File: config.mk
export PLATFORM = sky130hd
export DESIGN_NAME = mem_port_arbiter
export DESIGN_NICKNAME = d
export VERILOG_FILES = /design/src/rtl/mem_port_arbiter.sv
export SDC_FILE = /design/constraint.sdc
export NUM_CORES = 1
export LEC_CHECK = 0
export CAP_MARGIN = 5
export CORE_MARGIN = 8
export CORE_UTILIZATION = 40
export DETAILED_ROUTE_END_ITERATION = 7
export PLACE_DENSITY = 0.9
export SETUP_SLACK_MARGIN = 0.2
export SLEW_MARGIN = 5
export SYNTH_ARGS = -nofsm -noshare
export SYNTH_HDL_FRONTEND = slang
export SYNTH_SLANG_ARGS = --single-unit
File: constraint.sdc
create_clock -name CLOCK -period 1.88 [get_ports CLOCK]
set_input_delay 0.376 -clock CLOCK [delete_from_list [all_inputs] [get_ports CLOCK]]
set_output_delay 0.376 -clock CLOCK [all_outputs]
set_load 0.05 [all_outputs]
File: src/rtl/mem_port_arbiter.sv
// rtl/mem_port_arbiter.sv - round-robin arbiter sharing one memory port between IF and LS requesters
module mem_port_arbiter (
    input  logic        CLOCK,
    input  logic        RESET_N,
    input  logic        if_req,
    input  logic [31:0] if_addr,
    output logic        if_gnt,
    output logic        if_rvalid,
    output logic [31:0] if_rdata,
    input  logic        ls_req,
    input  logic [31:0] ls_addr,
    input  logic        ls_we,
    input  logic [31:0] ls_wdata,
    input  logic [3:0]  ls_wstrb,
    output logic        ls_gnt,
    output logic        ls_rvalid,
    output logic [31:0] ls_rdata,
    output logic        mem_req,
    output logic [31:0] mem_addr,
    output logic        mem_we,
    output logic [31:0] mem_wdata,
    output logic [3:0]  mem_wstrb,
    input  logic        mem_gnt,
    input  logic        mem_rvalid,
    input  logic [31:0] mem_rdata,
    output logic        busy
);

    typedef enum logic [1:0] {IDLE, ISSUE, WAIT, RESP} state_t;

    state_t      state_q, state_d;
    logic        last_ls_q, last_ls_d;      // 1 = LS was granted last
    logic        owner_ls_q, owner_ls_d;    // 1 = in-flight command belongs to LS
    logic        mem_req_q, mem_req_d;
    logic [31:0] mem_addr_q, mem_addr_d;
    logic        mem_we_q, mem_we_d;
    logic [31:0] mem_wdata_q, mem_wdata_d;
    logic [3:0]  mem_wstrb_q, mem_wstrb_d;
    logic        if_gnt_q, if_gnt_d;
    logic        ls_gnt_q, ls_gnt_d;
    logic        if_rvalid_q, if_rvalid_d;
    logic        ls_rvalid_q, ls_rvalid_d;
    logic [31:0] if_rdata_q, if_rdata_d;
    logic [31:0] ls_rdata_q, ls_rdata_d;
    logic        busy_q, busy_d;
    logic        pick_ls;

    // Next-state, arbitration and registered-output computation
    always_comb begin
        state_d     = state_q;
        last_ls_d   = last_ls_q;
        owner_ls_d  = owner_ls_q;
        mem_addr_d  = mem_addr_q;
        mem_we_d    = mem_we_q;
        mem_wdata_d = mem_wdata_q;
        mem_wstrb_d = mem_wstrb_q;
        if_gnt_d    = 1'b0;
        ls_gnt_d    = 1'b0;
        if_rvalid_d = 1'b0;
        ls_rvalid_d = 1'b0;
        if_rdata_d  = if_rdata_q;
        ls_rdata_d  = ls_rdata_q;
        // On a tie the requester that did not win last time goes first
        pick_ls     = ls_req && (!if_req || !last_ls_q);

        case (state_q)
            IDLE: begin
                if (if_req || ls_req) begin
                    state_d    = ISSUE;
                    owner_ls_d = pick_ls;
                    last_ls_d  = pick_ls;
                    if (pick_ls) begin
                        ls_gnt_d    = 1'b1;
                        mem_addr_d  = ls_addr;
                        mem_we_d    = ls_we;
                        mem_wdata_d = ls_wdata;
                        mem_wstrb_d = ls_we ? ls_wstrb : 4'b0000;
                    end else begin
                        if_gnt_d    = 1'b1;
                        mem_addr_d  = if_addr;
                        mem_we_d    = 1'b0;
                        mem_wdata_d = 32'h0;
                        mem_wstrb_d = 4'b0000;
                    end
                end
            end
            ISSUE: begin
                if (mem_gnt) begin
                    state_d = WAIT;
                end
            end
            WAIT: begin
                if (mem_rvalid) begin
                    state_d = RESP;
                    if (owner_ls_q) begin
                        ls_rdata_d  = mem_rdata;
                        ls_rvalid_d = 1'b1;
                    end else begin
                        if_rdata_d  = mem_rdata;
                        if_rvalid_d = 1'b1;
                    end
                end
            end
            RESP: begin
                state_d = IDLE;
            end
            default: begin
                state_d = IDLE;
            end
        endcase

        // Status outputs are decoded from the next state so they come out of flops
        mem_req_d = (state_d == ISSUE);
        busy_d    = (state_d != IDLE);
    end

    // State and output registers; reset abandons any in-flight transaction
    always_ff @(posedge CLOCK or negedge RESET_N) begin
        if (!RESET_N) begin
            state_q     <= IDLE;
            last_ls_q   <= 1'b1;
            owner_ls_q  <= 1'b0;
            mem_req_q   <= 1'b0;
            mem_addr_q  <= 32'h0;
            mem_we_q    <= 1'b0;
            mem_wdata_q <= 32'h0;
            mem_wstrb_q <= 4'b0000;
            if_gnt_q    <= 1'b0;
            ls_gnt_q    <= 1'b0;
            if_rvalid_q <= 1'b0;
            ls_rvalid_q <= 1'b0;
            if_rdata_q  <= 32'h0;
            ls_rdata_q  <= 32'h0;
            busy_q      <= 1'b0;
        end else begin
            state_q     <= state_d;
            last_ls_q   <= last_ls_d;
            owner_ls_q  <= owner_ls_d;
            mem_req_q   <= mem_req_d;
            mem_addr_q  <= mem_addr_d;
            mem_we_q    <= mem_we_d;
            mem_wdata_q <= mem_wdata_d;
            mem_wstrb_q <= mem_wstrb_d;
            if_gnt_q    <= if_gnt_d;
            ls_gnt_q    <= ls_gnt_d;
            if_rvalid_q <= if_rvalid_d;
            ls_rvalid_q <= ls_rvalid_d;
            if_rdata_q  <= if_rdata_d;
            ls_rdata_q  <= ls_rdata_d;
            busy_q      <= busy_d;
        end
    end

    assign mem_req   = mem_req_q;
    assign mem_addr  = mem_addr_q;
    assign mem_we    = mem_we_q;
    assign mem_wdata = mem_wdata_q;
    assign mem_wstrb = mem_wstrb_q;
    assign if_gnt    = if_gnt_q;
    assign ls_gnt    = ls_gnt_q;
    assign if_rvalid = if_rvalid_q;
    assign ls_rvalid = ls_rvalid_q;
    assign if_rdata  = if_rdata_q;
    assign ls_rdata  = ls_rdata_q;
    assign busy      = busy_q;

endmodule

# ---- Yosys cells after proc, flatten, opt, wreduce, memory -nomap -nowiden
# Index checks and enable logic that the tools add are counted.
dict set report op_classes {
  n_reduce_logical 10
  n_eq_ne 4
  bitwise 1
  mux 21
}
# op count
set op_table {}
lappend op_table {{$mux 32} 2}
lappend op_table {{$mux 1} 13}
lappend op_table {{$mux 4} 2}
lappend op_table {{$pmux 2 s4} 1}
lappend op_table {{$mux 2} 3}
lappend op_table {{$reduce_and 3->1} 2}
lappend op_table {{$eq 2x1->1 const B} 2}
lappend op_table {{$eq 2x2->1 const B} 2}
lappend op_table {{$logic_not 1->1} 2}
lappend op_table {{$logic_not 2->1} 1}
lappend op_table {{$logic_or 1x1->1} 2}
lappend op_table {{$reduce_and 2->1} 1}
lappend op_table {{$reduce_bool 2->1} 1}
lappend op_table {{$logic_and 1x1->1} 1}
lappend op_table {{$not 1->1} 1}
dict set report word_totals {
  out_inout_bits 139
  regBits 143
  word_cells 51
  inputBits 139
}

# ---- Longest topological paths before layout
dict set report depth {
  depth_word 6
  ltp_mapped 5
  depth_no_buf 3
}

# ---- Worst setup path after synthesis
# No wires, ideal clock.
dict set report synth_timing {
  kind {register -> register}
  startpoint {reg last_ls_q}
  endpoint {reg mem_addr_q[10], in the netlist mem_addr[10]}
  period_less_slack_ns 1.450
  required_ns 1.754
  slack_ns 0.430
  setup_time_ns 0.126
  t_arrival_ns 1.324
  path_stages_with_launch 6
  cell_sequence {dfstp_2 > nand2_1 > and3_1 > buf_2 > buf_6 > a221o_1}
}
dict set report synth_between {
  elab_chain_cells 4
}
# element line_no
set synth_lines {}
lappend synth_lines {{from (decl)} 32} ;# logic last_ls_q, last_ls_d;
lappend synth_lines {{from (signal assigned)} 137} ;# last_ls_q <= last_ls_d;
lappend synth_lines {{$logic_not 1->1} 64} ;# pick_ls = ls_req && (!if_req || !last_ls_q);
lappend synth_lines {{$logic_or 1x1->1} 64}
lappend synth_lines {{$logic_and 1x1->1} 64}
lappend synth_lines {{$mux 32} 72} ;# if (pick_ls) begin
lappend synth_lines {{to (signal assigned)} 140} ;# mem_addr_q <= mem_addr_d;
lappend synth_lines {{to (decl)} 35} ;# logic [31:0] mem_addr_q, mem_addr_d;
# No other way between the ends.
# A chain may end at the register's enable or synchronous reset.

# ---- Worst setup path in the final report
dict set report layout_timing {
  startpoint {reg if_rdata_q[13], in the netlist if_rdata[13]}
  endpoint {out if_rdata[13]}
}
# element line_no
set layout_rtl {}
lappend layout_rtl {{from (decl)} 43} ;# logic [31:0] if_rdata_q, if_rdata_d;
lappend layout_rtl {{from (signal assigned)} 148} ;# if_rdata_q <= if_rdata_d;
lappend layout_rtl {{to (decl)} 9} ;# output logic [31:0] if_rdata,
# No word-level cell between the ends.

==> impl_metrics.ini <==
[logic_synthesis]
ys_types = 28
ys_ff_latch = 143
synth.net_count = 498
synth_edf_count = 0
synth_most_common_cell = dfrtp_1
ys_top_cells_by_count = dfrtp_1, mux2_2, a22o_1
yosysTopAreaCellShare_pct = 63.98
yosysTopAreaCell = dfrtp_1
synthCells = 359
synth_area_per_cell_um2 = 15.47
netlist_area_um2 = 5554
synthArstFlopShare_pct = 100.0
netlist_top_cells_area = dfrtp_1, mux2_2, a221o_1, a22o_1, o21a_1
synth_warnings = 0
ys.flop_type = dfrtp_1
yosysSeqAreaShare_pct = 64.45

[power]
swShare_pct = 46.59
p_sw_mw = 8.810
peakVddDrop_mv = 0.9918
clkPwrFrac_pct = 17.4
power.density_nw_per_um2 = 2145
power_mw = 18.91
intPower_mw = 10.10
p_leak_nw = 4.075
seqPwrFrac_pct = 28.2
p_comb_share_pct = 54.4

[final_layout]
num-nets-final = 778
nFillCells = 996
area_growth_syn_to_layout_pct = 58.71
layout.cells.non_filler = 833
drive_gt1_share_pct = 36.81

[sta]
finalCritPeriodShare_pct = 87.16
setup-violations-final = 0
setup_tns_ns = 0
fin_skew_ns = 0.007175
rsz0062_at_grt = yes
fmax_mhz = 610.3
tightest_slew_ns = 0.5033
final_max_slew_viol_count = 0
hold_slack_ns = 0.4564
hold_viol_final = 0
slew_headroom_pct = 66.57
layout_min_cycle_time_ns = 1.639

[setup_path]
arrival_ns = 1.26
worstRegToRegCells = 4
critPathBufInv = 1
cp.required_ns = 1.50
cp_top_family = buffers and inverters
crit_cells = 1
path_max_fanout = 2
cp_slowest_cell = clkdlybuf4s15_1
critPathKind = reg2out
cp_cell_sequence = clkdlybuf4s15_1
ff2ff_setup_slack_ns = 0.33
critPathCaptureType = output port
startpoint_type = flip-flop
critPathMaxStageDelay_ns = 0.51

[placement]
numPortBuffers = 277
gp_congestion = 0.7609
post-dp-hpwl_um = 12620
dp.cells = 799

[die]
die_x_um = 133.8
pin_count = 278
fp-row-count = 43
die-area_um2 = 17910
start_util_pct = 40.48
core-area_um2 = 13720
die_h_um = 133.8

[routing]
routedWlPerCell_um = 20.09
vias = 4233
first_pass_iters = 4
vias_per_cell = 5.082
drc_errors = 0
drt_iter0_drc = 206
drtAntennaViolNets = 0
wl_um = 16730

[global_route]
grt_usage_pct = 18.54
grt_max_degree = 57
grt_pass1_vias = 4770
antenna_found_initial = 1
grt.overflow.total = 0
grt_pass1_wl_um = 26210

[clock_tree]
htreeDepth = 4
cts_root_buffer = clkbuf_16
cts_tree = yes
cts_sinks = 143
cts_setup_buffers = 0
cts_buffer_depth = 2
clk_pin_slew_ns = 0.06
insertion_delay_ns = 0.41
cts_buffers = 17

[run]
maxCapViolCount = 0

[run_status]
status = completed

[hold_path]
hp-class = in2async
logic make-up after synthesis:
group           after synthesis  share of synthesized area, %
flops                       143                         64.45
compound gates              107                         16.74
mux                          64                         12.98
buf+inv                      30                         4.190
simple gates                 15                         1.645
per-layer routing:
layer / vias up / GRT usage [%] / routed length (um)
met4: 0 / 7.049 / 351
li1: 1922 / - / -
met1: 2102 / 20.60 / 6452
met3: 25 / 7.779 / 1456
met2: 184 / 31.08 / 8472
met5: - / 0 / 0
stage by stage:
step | area, um^2 | util [%] | setup WS, ns
2_1_floorplan | 5554 | - | 0.4297
3_3_place_gp | 8244 | 60.09 | 0.03856
3_5_place_dp | 8244 | 60.09 | 0.008276
4_1_cts | 8826 | 64.33 | 0.1829
5_1_grt | 8815 | 64.25 | 0.1761
6_report | 8815 | 64.25 | 0.2414
sequential cells by signal, summed over array words and instances (netlist names), 2 cells and up:
signal / flops
if_rdata: 32
ls_rdata: 32
mem_addr: 32
mem_wdata: 32
mem_wstrb: 4
state_q: 2
final timing paths:
check                                         startpoint                  endpoint
worst min register to register  mem_wdata[9]$_DFFE_PN0P_  mem_wdata[9]$_DFFE_PN0P_
worst max-delay path            if_rdata[13]$_DFFE_PN0P_              if_rdata[13]
min in group CLOCK              mem_wdata[9]$_DFFE_PN0P_  mem_wdata[9]$_DFFE_PN0P_
worst min-delay path                             RESET_N   if_rdata[0]$_DFFE_PN0P_
max in group asynchronous                        RESET_N  ls_rdata[16]$_DFFE_PN0P_
worst max register to register      state_q[0]$_DFF_PN0_  mem_addr[28]$_DFFE_PN0P_
cells in the final DEF (no fill, tap or decap), types with 3 or more instances in the layout:
cell type        instances
clkdlybuf4s50_1        137
buf_4                  125
clkbuf_8                 3
buf_12                  10
mux2_2                  64
dfrtp_1                142
clkbuf_16               17
a22o_1                  33
clkbuf_1                 3
a32o_1                   4
clkbuf_2                 5
clkdlybuf4s15_1          9
clkinv_2                 3
a21o_1                   3
a221o_1                 32
o21a_1                  32
power groups by stage:
stage	registers (mW)	clock network (mW)	logic [mW]
finish	5.33	3.30	10.3
global route	5.50	3.54	10.7
CTS	5.33	3.38	10.4
detailed placement	5.35	0	10.5
global placement	5.29	0	10.3
floorplan	9.92	0	2.43
cell type report:
class / instances / area [um^2] / area share [%]
diodes: 1 / 2.502 / 0.02839
clock buffers: 23 / 478.0 / 5.422
clock inverters: 9 / 107.6 / 1.221
inverters: 1 / 3.754 / 0.04258
multi-input cells: 186 / 1754 / 19.90
flip-flops and latches: 143 / 3580 / 40.61
well taps: 180 / 225.2 / 2.555
repair buffers: 290 / 2664 / 30.22
timing repair:
action                                 CTS  global route
hold buffers                             1             0
pin swaps                                0             0
setup endpoints to repair               16            13
cloned                                   0             0
endpoints found under the hold margin   40             0
resized for setup                       21            14
Note: power is estimated with default switching activity, not from simulation.
